File: config.mk
export PLATFORM = sky130hd
export DESIGN_NAME = regfile_read_arb
export DESIGN_NICKNAME = d
export VERILOG_FILES = /design/src/rtl/regfile_arb_pkg.sv /design/src/rtl/regfile_read_arb_rr_pick.sv /design/src/rtl/regfile_read_arb.sv
export SDC_FILE = /design/constraint.sdc
export NUM_CORES = 1
export LEC_CHECK = 0
export CORE_ASPECT_RATIO = 0.5
export CORE_MARGIN = 8
export CORE_UTILIZATION = 40
export DETAILED_ROUTE_END_ITERATION = 10
export PLACE_DENSITY = 0.8
export SYNTH_ARGS = -nofsm -noshare
export SYNTH_HDL_FRONTEND = slang
export SYNTH_HIERARCHICAL = 1
export SYNTH_SLANG_ARGS = --single-unit
File: constraint.sdc
create_clock -name clk -period 10.6 [get_ports clk]
set_input_delay 1.59 -clock clk [delete_from_list [all_inputs] [get_ports clk]]
set_output_delay 1.59 -clock clk [all_outputs]
set_load 0.01 [all_outputs]
File: src/rtl/regfile_arb_pkg.sv
// regfile_arb_pkg: shared FSM state type and register-index constants for the read arbiter
package regfile_arb_pkg;
   typedef enum logic [1:0] {IDLE, RESP, STALL} arb_state_t;
   localparam int REG_ADDR_W = 5;
   localparam int XZR_IDX = 31;
endpackage

File: src/rtl/regfile_read_arb_rr_pick.sv
// rr_pick: combinational round-robin one-hot picker, first valid at or above i_ptr modulo N
module rr_pick #(
   parameter int N = 4,
   localparam int PW = $clog2(N)
) (
   input  logic [N-1:0]  i_valid,
   input  logic [PW-1:0] i_ptr,
   output logic [N-1:0]  o_grant,
   output logic [PW-1:0] o_idx
);
   logic          w_found;
   logic [PW:0]   w_j;
   // scan N positions starting at the pointer, wrapping at N; the first valid one wins
   always_comb begin
      o_grant = '0;
      o_idx = '0;
      w_found = 1'b0;
      w_j = '0;
      for (int k = 0; k < N; k++) begin
         w_j = {1'b0, i_ptr} + (PW+1)'(k);
         w_j = (w_j >= (PW+1)'(N)) ? w_j - (PW+1)'(N) : w_j;
         if (!w_found && i_valid[w_j[PW-1:0]]) begin
            w_found = 1'b1;
            o_grant[w_j[PW-1:0]] = 1'b1;
            o_idx = w_j[PW-1:0];
         end
      end
   end
endmodule

File: src/rtl/regfile_read_arb.sv
// regfile_read_arb: round-robin arbiter sharing one register-file read port; REGFILE_ARB_XZR_EN makes index 31 read as zero
module regfile_read_arb
   import regfile_arb_pkg::*;
#(
   parameter int NREQ = 4,
   parameter int DATA_W = 64,
   localparam int IDW = $clog2(NREQ)
) (
   input  logic                       clk,
   input  logic                       reset,
   input  logic [NREQ-1:0]            req_valid,
   input  logic [NREQ*REG_ADDR_W-1:0] req_addr,
   output logic [NREQ-1:0]            req_ready,
   output logic [REG_ADDR_W-1:0]      rf_sel,
   input  logic [DATA_W-1:0]          rf_data,
   output logic                       resp_valid,
   output logic [IDW-1:0]             resp_id,
   output logic [DATA_W-1:0]          resp_data,
   input  logic                       resp_ready
);
   arb_state_t          r_state;
   logic [IDW-1:0]      r_ptr;
   logic [IDW-1:0]      r_resp_id;
   logic [DATA_W-1:0]   r_resp_data;
   logic [NREQ-1:0]     w_grant;
   logic [IDW-1:0]      w_idx;
   logic [IDW-1:0]      w_ptr_next;
   logic                w_free;
   logic                w_accept;
   logic [DATA_W-1:0]   w_data;

   rr_pick #(.N(NREQ)) u_pick (
      .i_valid(req_valid),
      .i_ptr(r_ptr),
      .o_grant(w_grant),
      .o_idx(w_idx)
   );

   assign resp_valid = (r_state != IDLE);
   assign resp_id = r_resp_id;
   assign resp_data = r_resp_data;
   assign w_free = !resp_valid || resp_ready;
   assign req_ready = (w_free && !reset) ? w_grant : '0;
   assign w_accept = |req_ready;
   assign rf_sel = w_accept ? req_addr[w_idx*REG_ADDR_W +: REG_ADDR_W] : '0;
   assign w_ptr_next = (w_idx == IDW'(NREQ-1)) ? '0 : w_idx + 1'b1;
`ifdef REGFILE_ARB_XZR_EN
   assign w_data = (rf_sel == REG_ADDR_W'(XZR_IDX)) ? '0 : rf_data;
`else
   assign w_data = rf_data;
`endif

   // response FSM: capture on accept, drop to IDLE on drain, sit in STALL while the consumer holds off
   always_ff @(posedge clk) begin
      if (reset) begin
         r_state <= IDLE;
         r_ptr <= '0;
         r_resp_id <= '0;
         r_resp_data <= '0;
      end else if (w_accept) begin
         r_state <= RESP;
         r_ptr <= w_ptr_next;
         r_resp_id <= w_idx;
         r_resp_data <= w_data;
      end else if (r_state != IDLE) begin
         r_state <= resp_ready ? IDLE : STALL;
      end
   end
endmodule

### Word level (Yosys, flattened, before mapping)

Index checks and enable logic that the tools add are counted.

* $add $sub $neg: 8
* multipliers: 1
* $lt $le $gt $ge: 12
* equality and inequality tests: 1
* shift operators: 1
* mux-type cells: 37
* bitwise operators: 3
* reduce and logical (&&, ||, !) cells: 18

Operators by type and width (number)
* $mux 2: 10
* $mux 4: 5
* $shiftx 20x6->5: 1
* $mux 1: 13
* $lt 2x3->1 const B: 4
* $or 4x4->4: 3
* $ge 3x3->1 const B: 3
* $bmux 1 s2: 4
* $demux 1 s2: 4
* $ge 2x1->1 const B: 4
* $logic_and 1x1->1: 8
* $sub 2x1->2 const B: 4
* $add 2x2->3 const B: 2
* $logic_not 1->1: 5
* $mul 2x3->5 const B: 1
* $mux 5: 1
* $reduce_or 5->1: 1
* $reduce_bool 2->1: 2
* $reduce_or 4->1: 1
* $add 2x1->3 const B: 1
* $ge 2x3->1 const B: 1
* $add 2x1->2 const B: 1
* $eq 2x2->1 const B: 1
* $logic_or 1x1->1: 1

* bits in registers: 70
* bits of input ports: 91
* output and inout port bits: 76
* word-level logic and storage cells: 86

### Longest topological paths before layout

Gate-level depths: netlist of the first run.

* word-level depth: 17
* mapped depth: 14
* gate-level depth less buffers: 10

### Cells and area by module

Netlist of the first run, hierarchy kept.

Modules (own cells, without submodules)
* regfile_read_arb: times used 1, cells an instance 335, area each 2909.0 um^2, seq. area each 1401.3 um^2
* rr_pick: times used 1, cells an instance 46, area each 419.2 um^2, seq. area each 0.0 um^2

### Worst setup path before layout of the first run

Ideal clock, no wire load.

* path kind: input-to-output
* from: input port req_valid[3]
* to: output port rf_sel[0]
* data arrival time: 3619 ps
* required time: 9010 ps
* setup slack: 5391 ps
* stages on the path: 6
* buffers on the path: 2
* cells stage by stage: mux4_2 -> buf_6 -> o31ai_1 -> clkbuf_1 -> mux4_2 -> and2_1

* cells in the longest elaborated chain, start to end: 15
* elaborated cells between the ends (all ways): 33
* those cells by class: 1 x mul; 1 x shift; 21 x mux; 3 x bitwise; 7 x reduce/logical

Ends and longest elaborated chain
* start, declared: RTL line regfile_read_arb.sv:11 `input logic [NREQ-1:0] req_valid,`
* $bmux 1 s2: RTL line regfile_read_arb_rr_pick.sv:22 `if (!w_found && i_valid[w_j[PW-1:0]]) begin`
* $mux 1 (implied by the code): RTL line regfile_read_arb_rr_pick.sv:22
* $mux 1: RTL line regfile_read_arb_rr_pick.sv:22
* $logic_not 1->1: RTL line regfile_read_arb_rr_pick.sv:22
* $logic_and 1x1->1: RTL line regfile_read_arb_rr_pick.sv:22
* $mux 1: RTL line regfile_read_arb_rr_pick.sv:22
* $logic_not 1->1: RTL line regfile_read_arb_rr_pick.sv:22
* $logic_and 1x1->1: RTL line regfile_read_arb_rr_pick.sv:22
* $mux 1: RTL line regfile_read_arb_rr_pick.sv:22
* $logic_not 1->1: RTL line regfile_read_arb_rr_pick.sv:22
* $logic_and 1x1->1: RTL line regfile_read_arb_rr_pick.sv:22
* $mux 2 (*): RTL line regfile_read_arb_rr_pick.sv:22
* named net w_idx[0]: RTL line regfile_read_arb.sv:26 `logic [IDW-1:0] w_idx;`
* $mul 2x3->5 (*): RTL line regfile_read_arb.sv:45 `assign rf_sel = w_accept ? req_addr[w_idx*REG_ADDR_W +: REG_ADDR_W] : '0;`
* $shiftx 20x6->5 (*): RTL line regfile_read_arb.sv:45
* $mux 5 (*): RTL line regfile_read_arb.sv:45
* end, declared: RTL line regfile_read_arb.sv:14 `output logic [REG_ADDR_W-1:0] rf_sel,`

Mark *: on every way through the listed nets, which the timed path passes. The rest lies on a longest branch. The select of a mux whose other input is x is not followed.

### Final worst setup path of the first run

* from: input port req_valid[1]
* to: output port rf_sel[4]

* cells in the longest elaborated chain, start to end: 15
* elaborated cells between the ends (all ways): 33
* those cells by class: 1 x mul; 1 x shift; 21 x mux; 3 x bitwise; 7 x reduce/logical

Ends and longest elaborated chain
* $bmux 1 s2: RTL line regfile_read_arb_rr_pick.sv:22
* $mux 1 (implied by the code): RTL line regfile_read_arb_rr_pick.sv:22
* $mux 1: RTL line regfile_read_arb_rr_pick.sv:22
* $logic_not 1->1: RTL line regfile_read_arb_rr_pick.sv:22
* $logic_and 1x1->1: RTL line regfile_read_arb_rr_pick.sv:22
* $mux 1: RTL line regfile_read_arb_rr_pick.sv:22
* $logic_not 1->1: RTL line regfile_read_arb_rr_pick.sv:22
* $logic_and 1x1->1: RTL line regfile_read_arb_rr_pick.sv:22
* $mux 1: RTL line regfile_read_arb_rr_pick.sv:22
* $logic_not 1->1: RTL line regfile_read_arb_rr_pick.sv:22
* $logic_and 1x1->1: RTL line regfile_read_arb_rr_pick.sv:22
* $mux 4 (*): RTL line regfile_read_arb_rr_pick.sv:22
* named net w_grant[1]: RTL line regfile_read_arb.sv:25 `logic [NREQ-1:0] w_grant;`
* $mux 4 (*): RTL line regfile_read_arb.sv:43 `assign req_ready = (w_free && !reset) ? w_grant : '0;`
* $reduce_or 4->1 (*): RTL line regfile_read_arb.sv:44 `assign w_accept = |req_ready;`
* $mux 5 (*): RTL line regfile_read_arb.sv:45

Marks and branches as above.

==> Implementation_results.wiki, run 1 <==
{| class="wikitable"
! Metric !! Value
|-
| DIE WIDTH || 145 µm
|-
| Detailed-route wire length || 11100 µm
|-
| Clock-pin slew on the worst setup and hold paths || 0.05 ns
|-
| Bufs and invs on worst path || 3
|-
| Count of placed standard cells including taps || 624
|-
| CTS Buf Count || 9
|-
| Worst setup EP type || primary output
|-
| Overall die area || 11700 µm²
|-
| Remaining global-route overflow || 0
|-
| Count of maximum capacitance violations || 0
|-
| Sinks on the clock net || 70
|-
| Cells resized by post-CTS repair || 0
|-
| Summed negative setup slack over all endpoints || 0 ns
|-
| Initial antenna violation count || 0
|-
| Period utilization || 0.606
|-
| WL per Instance || 17.4 µm
|-
| Post-route insts no fill || 640
|-
| Cell count after synthesis || 381
|-
| Count of endpoints failing setup in the final report || 0
|-
| Half-perimeter wire length of the detailed placement result || 7410 µm
|-
| Number of distinct library cells after synthesis || 38
|-
| Die span in y || 80.5 µm
|-
| Area of the multi-input gates || 1730 µm²
|-
| Final standard cell utilization of the core || 0.658
|-
| Post-Place Setup Slack || 4.16 ns
|-
| Worst-path cell chain || clkdlybuf4s50_1, mux4_2, nand2b_4, nor3_4, a22oi_1, o21ai_1, nor4_4, buf_4, nor3_2, and2_1, clkdlybuf4s50_1
|-
| Standard cell core area || 8030 µm²
|-
| Number of buffers on the longest clock path || 2
|-
| Number of synthesized flops with an enable pin || 0
|-
| Synthesized Nets || 478
|-
| Outcome || complete, no violations
|-
| Number of max-slew violations in the final report || 0
|-
| WHS Path Cells || 2
|-
| Met3 global-route usage || 0.0533
|-
| Global-route wire length before repair || 17200 µm
|-
| Minimum clock period after layout || 6.42 ns
|-
| Initial standard-cell utilization of the core || 0.415
|-
| Worst path most repeated cell || clkdlybuf4s50_1
|-
| IO Port Bufs || 166
|-
| Worst R2R Path Depth || 9
|-
| Async S/R FF share, synth || 0
|-
| Stages on the worst setup path || 11
|-
| Count of endpoints failing hold in the final timing report || 0
|-
| Final Net Count || 620
|-
| Kind of critical path || primary input to primary output
|-
| Worst Clk Skew || 0.00747 ns
|-
| Data required time at the worst endpoint || 9.01 ns
|-
| Critical Path Fanout Max || 70
|-
| Pin slew with the least headroom to its limit || 0.834 ns
|-
| Number of vias after detailed routing || 3421
|-
| Top-Level Pins || 167
|-
| Arrival time of data at the critical path endpoint || 4.83 ns
|-
| Average cell area after synthesis || 8.74 µm²
|-
| Sequential fraction of the synthesis area || 0.421
|-
| H-tree levels || 3
|-
| Diode count || 0
|-
| Worst relative slew slack || 0.440
|-
| Hold_buf cts || 0
|-
| Max Fclk || 156 MHz
|-
| Maximum resistive drop on vdd || 175 µV
|-
| Met2 layer usage reported by global route || 0.310
|-
| GRT Overall Usage || 0.180
|-
| Layer carrying the most global-route usage || met2
|-
| Element type at the critical path start || primary input
|-
| Power density relative to cell area || 303 nW/µm²
|-
| Synth-to-Final Area Change || 58.8%
|-
| Total of warnings raised by yosys || 6
|-
| Largest net degree at the start of global routing || 72
|-
| Slowest stage delay, CP || 0.55 ns
|-
| Last weighted congestion value of the routability-driven placer || 0.785
|-
| Placement Rows || 23
|-
| Average via count per standard cell || 5.35
|-
| Number of storage elements in the synthesis netlist || 70
|-
| Filler cell count || 631
|-
| Combined area of all synthesized cells || 3330 µm²
|-
| Class of the most critical hold timing path || flop to flop
|-
| Setup repair after global routing missed its margin || false
|-
| Leakage Power || 1.90 nW
|-
| Largest delay share family, worst path || buffers and inverters
|-
| Storage element area || 1400 µm²
|-
| Worst Slack Setup Final || 4.18 ns
|-
| Most frequently used flop master after synthesis || dfxtp_1
|-
| CTS tree || built
|-
| CTS root buf || clkbuf_16
|-
| Post-CTS repair timing setup buffer count || 0
|-
| Number of nets with antenna violations after detailed routing || 0
|-
| Slowest cell on crit path || mux4_2
|-
| Number of global-route vias before repair || 3210
|-
| DRC violation total after the first TritonRoute iteration || 310
|-
| Source-to-sink clock delay at the later pin of the worst-skew pair || 0.33 ns
|-
| Fraction of met1 tracks used by global routing || 0.212
|-
| Number of iterations in the first detailed-routing pass || 4
|-
| DRC violation count after routing || 0
|-
| Share of layout cells above drive strength 1 || 0.0928
|}
==> layout make-up <==
| class | count | area share |
|---|---|---|
| clock inverters | 3 | 0.00805 |
| multi-input cells | 268 | 0.328 |
| inverters | 3 | 0.00213 |
| clock buffers | 13 | 0.0493 |
| well taps | 112 | 0.0265 |
| flip-flops and latches | 70 | 0.265 |
| repair buffers | 171 | 0.321 |
==> sequential cells by signal, indices dropped and copies added, names as in the netlist <==
name	cells
resp_id	2
resp_data	64
r_state	2
r_ptr	2
==> cells in the mapped netlist, types with 2 or more instances <==
| cell | number | area, µm² |
|---|---|---|
| buf_2 | 3 | 15.0 |
| inv_1 | 2 | 7.51 |
| nand3_1 | 57 | 285 |
| mux2i_1 | 2 | 20.0 |
| a21oi_1 | 68 | 340 |
| or4_1 | 2 | 15.0 |
| o21ai_1 | 16 | 80.1 |
| dfxtp_1 | 70 | 1400 |
| buf_4 | 2 | 15.0 |
| and2_1 | 9 | 56.3 |
| o21bai_1 | 2 | 15.0 |
| nand3_2 | 10 | 100 |
| buf_6 | 6 | 67.6 |
| mux4_2 | 8 | 180 |
| a22oi_1 | 8 | 60.1 |
| nor2_1 | 4 | 15.0 |
| clkbuf_1 | 28 | 105 |
| o21ai_0 | 59 | 295 |
| ha_1 | 6 | 75.1 |
==> stage by stage <==
step	instance area, µm²	total power, mW	hold slack (ns)
detailed placement	4980	1.31	0.466
floorplan	3330	0.970	0.498
finish	5280	1.60	0.470
global placement	4980	1.30	0.460
CTS	5280	1.62	0.474
global route	5280	1.71	0.492
==> worst paths after layout <==
check / start / end / slack (ns)
worst max-delay path: req_valid[1] / rf_sel[4] / 4.18
worst max register to register: r_ptr[0] / resp_data[23] / 6.92
worst min-delay path: resp_data[7] / resp_data[7] / 0.47
worst min register to register: resp_data[7] / resp_data[7] / 0.47
==> routing by layer <==
metal	vias up	routed length [µm]
met2	110	5620
li1	1674	-
met4	0	229
met1	1618	4730
met3	19	525
met5	-	0
==> worst register-to-register path: cells and delay by family, from the launching register on <==
| family | cells | cell delay, ns |
|---|---|---|
| AND/OR/NAND/NOR | 2 | 0.93 |
| adder cells (fa/ha/maj) | 1 | 0.45 |
| flip-flops | 1 | 0.72 |
| buffers and inverters | 2 | 0.51 |
| AO/OA/AOI/OAI | 3 | 0.46 |
| multiplexers | 1 | 0.47 |
==> logic make-up after synthesis <==
logic type | count (synthesis) | synth area share
mux | 11 | 0.0680
compound gates | 159 | 0.252
buf+inv | 43 | 0.0658
flops | 70 | 0.421
fa+ha+maj | 6 | 0.0226
simple gates | 92 | 0.170
==> power breakdown <==
part | internal (mW) | leakage [nW] | switching, mW | total (mW)
clock | 0.195 | 0.146 | 0.107 | 0.301
sequential | 0.368 | 0.578 | 0.0550 | 0.423
combinational | 0.404 | 1.17 | 0.472 | 0.877
==> cells in the final DEF, fill, tap and decap left out, types with 2 or more instances in the layout <==
master | netlist | final
a21oi_1 | 68 | 68
a22oi_1 | 8 | 8
and2_1 | 9 | 9
buf_4 | 2 | 5
clkbuf_1 | 28 | 2
clkbuf_16 | 0 | 9
clkbuf_8 | 0 | 2
clkdlybuf4s50_1 | 0 | 165
dfxtp_1 | 70 | 70
ha_1 | 6 | 6
inv_1 | 2 | 2
mux2i_1 | 2 | 2
mux4_2 | 8 | 8
nand3_1 | 57 | 57
nand3_2 | 10 | 10
nor2_1 | 4 | 4
o21ai_0 | 59 | 59
o21ai_1 | 16 | 16
(Power assumes the default switching activity.)
==> run 2, diff against run 1 <==
- clock period: 10.6 -> 6.3 ns (I/O delays scaled with it)
==> Implementation_results.wiki, run 2 (same netlist as run 1, synthesis figures left out) <==
{| class="wikitable"
! Metric !! Value
|-
| Number of nets with antenna violations after detailed routing || 0
|-
| DIE WIDTH || 145 µm
|-
| Power density relative to cell area || 501 nW/µm²
|-
| Class of the most critical hold timing path || flop to flop
|-
| Kind of critical path || primary input to primary output
|-
| Element type at the critical path start || primary input
|-
| Diode count || 0
|-
| Worst R2R Path Depth || 11
|-
| Period utilization || 0.810
|-
| Synth-to-Final Area Change || 57.5%
|-
| Number of buffers on the longest clock path || 2
|-
| Die span in y || 80.5 µm
|-
| Worst relative slew slack || 0.417
|-
| WHS Path Cells || 2
|-
| Source-to-sink clock delay at the later pin of the worst-skew pair || 0.33 ns
|-
| WL per Instance || 17.6 µm
|-
| Detailed-route wire length || 11300 µm
|-
| Max Fclk || 196 MHz
|-
| Cells resized by post-CTS repair || 0
|-
| Tot Pwr || 2.63 mW
|-
| Half-perimeter wire length of the detailed placement result || 7710 µm
|-
| CTS Buf Count || 9
|-
| Worst Clk Skew || 0.00785 ns
|-
| H-tree levels || 3
|-
| Setup repair after global routing missed its margin || false
|-
| Leakage Power || 1.88 nW
|-
| Slowest cell on crit path || mux4_2
|-
| Remaining global-route overflow || 0
|-
| Outcome || complete, no violations
|-
| Overall die area || 11700 µm²
|-
| GRT Overall Usage || 0.186
|-
| Count of maximum capacitance violations || 0
|-
| Storage element area || 1400 µm²
|-
| Hold_buf cts || 0
|-
| CTS root buf || clkbuf_16
|-
| Top-Level Pins || 167
|-
| Post-CTS repair timing setup buffer count || 0
|-
| Initial standard-cell utilization of the core || 0.415
|-
| Clock-pin slew on the worst setup and hold paths || 0.05 ns
|-
| IO Port Bufs || 166
|-
| Maximum resistive drop on vdd || 242 µV
|-
| Count of endpoints failing setup in the final report || 0
|-
| Largest net degree at the start of global routing || 70
|-
| Worst-path cell chain || clkdlybuf4s50_1, mux4_2, nor2b_4, o21ai_1, and3_1, o22ai_1, mux4_2, and2_1, clkdlybuf4s50_1
|-
| Critical Path Fanout Max || 8
|-
| Number of max-slew violations in the final report || 0
|-
| Area of the multi-input gates || 1730 µm²
|-
| Number of iterations in the first detailed-routing pass || 4
|-
| Number of vias after detailed routing || 3476
|-
| Final Net Count || 620
|-
| Placement Rows || 23
|-
| Initial antenna violation count || 0
|-
| Sinks on the clock net || 70
|-
| Arrival time of data at the critical path endpoint || 4.16 ns
|-
| Number of global-route vias before repair || 3358
|-
| Minimum clock period after layout || 5.10 ns
|-
| DRC violation count after routing || 0
|-
| DRC violation total after the first TritonRoute iteration || 341
|-
| Largest register FFs || 64
|-
| Most frequent standard cell in the layout excluding fill and tap cells || clkdlybuf4s50_1
|-
| Data required time at the worst endpoint || 5.35 ns
|-
| Slowest stage delay, CP || 0.63 ns
|-
| Share of layout cells above drive strength 1 || 0.0909
|-
| Worst setup EP type || primary output
|-
| Commonest cells after routing, fill and taps aside || clkdlybuf4s50_1 (165), dfxtp_1 (70), a21oi_1 (68)
|-
| Filler cell count || 685
|-
| Average via count per standard cell || 5.43
|-
| Pin slew with the least headroom to its limit || 0.870 ns
|-
| Standard cell core area || 8030 µm²
|-
| Summed negative setup slack over all endpoints || 0 ns
|-
| Last weighted congestion value of the routability-driven placer || 0.803
|-
| Count of endpoints failing hold in the final timing report || 0
|-
| CTS tree || built
|-
| Global-route wire length before repair || 17800 µm
|}
-- run 2: final timing paths --
path	start	endpoint	slack [ns]
worst max register to register	r_ptr[0]	resp_data[22]	2.60
worst min-delay path	resp_data[14]	resp_data[14]	0.47
worst max-delay path	req_valid[3]	rf_sel[1]	1.20
worst min register to register	resp_data[14]	resp_data[14]	0.47
-- run 2: power breakdown --
group | internal [mW] | switching [mW] | total, mW
Combinational | 0.681 | 0.793 | 1.47
Clock | 0.265 | 0.178 | 0.443
Sequential | 0.620 | 0.0916 | 0.711
-- run 2: area by class of cell --
cell class	count	area share
clock buffer	12	0.0451
clock inverter	4	0.00454
inverter	3	0.00215
multi-input combinational	268	0.331
sequential	70	0.267
tap	112	0.0267
timing repair buffer	171	0.323
-- run 2: metrics by stage --
step | std cells | util | worst slack [ns] | instance area (µm²) | hold WS [ns]
floorplan | 381 | - | 2.38 | 3330 | 0.498
global placement | 624 | 0.620 | 1.28 | 4980 | 0.460
detailed placement | 624 | 0.620 | 1.16 | 4980 | 0.466
CTS | 640 | 0.653 | 1.14 | 5240 | 0.473
global route | 640 | 0.653 | 0.881 | 5240 | 0.493
finish | 640 | 0.653 | 1.20 | 5240 | 0.473
-- run 2: per-layer routing --
layer | GRT usage | wire (µm) | part of all wire | vias up
li1 | - | - | - | 1681
met1 | 0.208 | 4600 | 0.41 | 1679
met2 | 0.343 | 6020 | 0.53 | 101
met3 | 0.0504 | 451 | 0.040 | 15
met4 | 0.0635 | 184 | 0.016 | 0
met5 | 0 | 0 | 0 | -
-- run 2: critical path, delay by kind of cell --
family	cells	cell delay (ns)
AOI/OAI and AO/OA	2	0.62
and+or+nand+nor	3	0.58
muxes	2	1.04
buffers and inverters	2	0.98
==> run 3, diff against run 2 <==
- CORE_UTILIZATION: 40 -> 36
- PLACE_DENSITY: 0.8 -> 0.76
- clock period: 6.3 -> 4.4 ns (I/O delays scaled with it)
==> Implementation_results.wiki, run 3 (same netlist as run 1, synthesis figures left out) <==
{| class="wikitable"
! Metric !! Value
|-
| Sinks on the clock net || 70
|-
| CTS tree || built
|-
| Largest delay share family, worst path || multiplexers
|-
| Worst-path cell chain || clkdlybuf4s50_1, mux4_2, nor2_1, nor2_1, o31ai_4, mux4_2, and2_1, clkdlybuf4s50_1
|-
| Count of maximum capacitance violations || 0
|-
| Final standard cell utilization of the core || 0.603
|-
| DRC violation total after the first TritonRoute iteration || 273
|-
| Setup repair after global routing missed its margin || false
|-
| Slowest stage delay, CP || 0.58 ns
|-
| Number of buffers on the longest clock path || 2
|-
| Placement Rows || 24
|-
| Diode count || 0
|-
| Source-to-sink clock delay at the later pin of the worst-skew pair || 0.33 ns
|-
| Top-Level Pins || 167
|-
| Final Net Count || 624
|-
| DIE WIDTH || 152 µm
|-
| Average via count per standard cell || 5.32
|-
| Bufs and invs on worst path || 2
|-
| Post-CTS repair timing setup buffer count || 0
|-
| Worst Clk Skew || 0.00507 ns
|-
| Element type at the critical path start || primary input
|-
| Number of iterations in the first detailed-routing pass || 4
|-
| CTS root buf || clkbuf_16
|-
| Half-perimeter wire length of the detailed placement result || 7970 µm
|-
| Initial antenna violation count || 0
|-
| Most frequent standard cell in the layout excluding fill and tap cells || clkdlybuf4s50_1
|-
| Remaining global-route overflow || 0
|-
| Period utilization || 0.959
|-
| Clock-pin slew on the worst setup and hold paths || 0.05 ns
|-
| Number of max-slew violations in the final report || 0
|-
| Count of placed standard cells including taps || 633
|-
| H-tree levels || 3
|-
| Max Fclk || 237 MHz
|-
| Minimum clock period after layout || 4.22 ns
|-
| Synth-to-Final Area Change || 60.1%
|-
| CTS Buf Count || 9
|-
| Slowest cell on crit path || mux4_2
|-
| Kind of critical path || primary input to primary output
|-
| Arrival time of data at the critical path endpoint || 3.56 ns
|-
| Number of global-route vias before repair || 3237
|-
| Commonest cells after routing, fill and taps aside || clkdlybuf4s50_1 (165), dfxtp_1 (70), a21oi_1 (68)
|-
| Last weighted congestion value of the routability-driven placer || 0.778
|-
| Leakage Power || 1.93 nW
|-
| GRT Overall Usage || 0.170
|-
| Power density relative to cell area || 730 nW/µm²
|-
| Number of vias after detailed routing || 3451
|-
| Pin slew with the least headroom to its limit || 0.766 ns
|-
| Cell area reported after detailed placement || 5020 µm²
|-
| Area of all placed cells without fillers || 5330 µm²
|-
| Worst relative slew slack || 0.490
|-
| Largest net degree at the start of global routing || 70
|-
| Data required time at the worst endpoint || 3.74 ns
|-
| Critical Path Fanout Max || 8
|-
| Summed negative setup slack over all endpoints || 0 ns
|-
| Outcome || complete, no violations
|-
| Count of endpoints failing hold in the final timing report || 0
|-
| DRC violation count after routing || 0
|-
| Detailed-route wire length || 11500 µm
|-
| Largest register FFs || 64
|-
| Share of layout cells above drive strength 1 || 0.102
|-
| Post-Place Setup Slack || -0.117 ns
|-
| Worst setup EP type || primary output
|-
| Standard cell core area || 8830 µm²
|-
| Class of the most critical hold timing path || flop to flop
|-
| Post-route insts no fill || 649
|-
| Maximum resistive drop on vdd || 664 µV
|-
| Die span in y || 84.0 µm
|-
| WL per Instance || 17.8 µm
|-
| Overall die area || 12800 µm²
|-
| IO Port Bufs || 166
|-
| Initial standard-cell utilization of the core || 0.377
|-
| Global-route wire length before repair || 17800 µm
|-
| Count of endpoints failing setup in the final report || 0
|-
| Worst Slack Setup Final || 0.179 ns
|-
| Number of nets with antenna violations after detailed routing || 0
|}
[run 3: cell count changes in the layout (fill, tap and decap cells not counted), sizes merged]
cell    before  now
buf          6   10
bufinv       0    1
clkinv       4    3
[run 3: worst paths after layout]
path,end,slack (ns),start,cells past startpoint
worst max-delay path,rf_sel[1],0.18,req_valid[1],8
worst min-delay path,resp_data[27],0.47,resp_data[27],2
worst max register to register,resp_data[57],1.19,r_ptr[1],9
worst min register to register,resp_data[27],0.47,resp_data[27],2
[run 3: final cells by class]
cell class / instances / area [µm²]
inverters: 3 / 11.3
well taps: 117 / 146
clock inverters: 4 / 45.0
repair buffers: 175 / 1720
multi-input cells: 268 / 1740
flip-flops and latches: 70 / 1400
clock buffers: 12 / 256
fillers: 780 / 3500
[run 3: per-stage QoR]
| step | power, mW | hold slack (ns) |
|---|---|---|
| after floorplan | 2.34 | 0.498 |
| after global placement | 3.17 | 0.460 |
| after detailed placement | 3.19 | 0.465 |
| after CTS | 3.94 | 0.473 |
| after global routing | 4.16 | 0.486 |
| final | 3.89 | 0.473 |
[run 3: repair_timing]
item	in CTS	in global routing
setup endpoints to repair	5	0
hold buffers	0	0
endpoints found under the hold margin	0	0
resized for setup	1	0
[run 3: worst min-delay path, stage by stage (launching register included)]
cell	delay (ns)
dfxtp_1	0.30
o21ai_0	0.06
a21oi_1	0.06
[run 3: report_power, final]
group	leakage, nW	internal [mW]	switching, mW
clock network	0.152	0.466	0.257
registers	0.578	0.887	0.111
logic	1.20	0.996	1.17
total	1.93	2.35	1.54
[run 3: metal layers]
| layer | wire length [µm] | global-route usage | vias up |
|---|---|---|---|
| met5 | 0 | 0 | - |
| met1 | 4620 | 0.187 | 1656 |
| met4 | 208 | 0.0616 | 0 |
| met3 | 547 | 0.0432 | 16 |
| li1 | - | - | 1686 |
| met2 | 6180 | 0.311 | 93 |
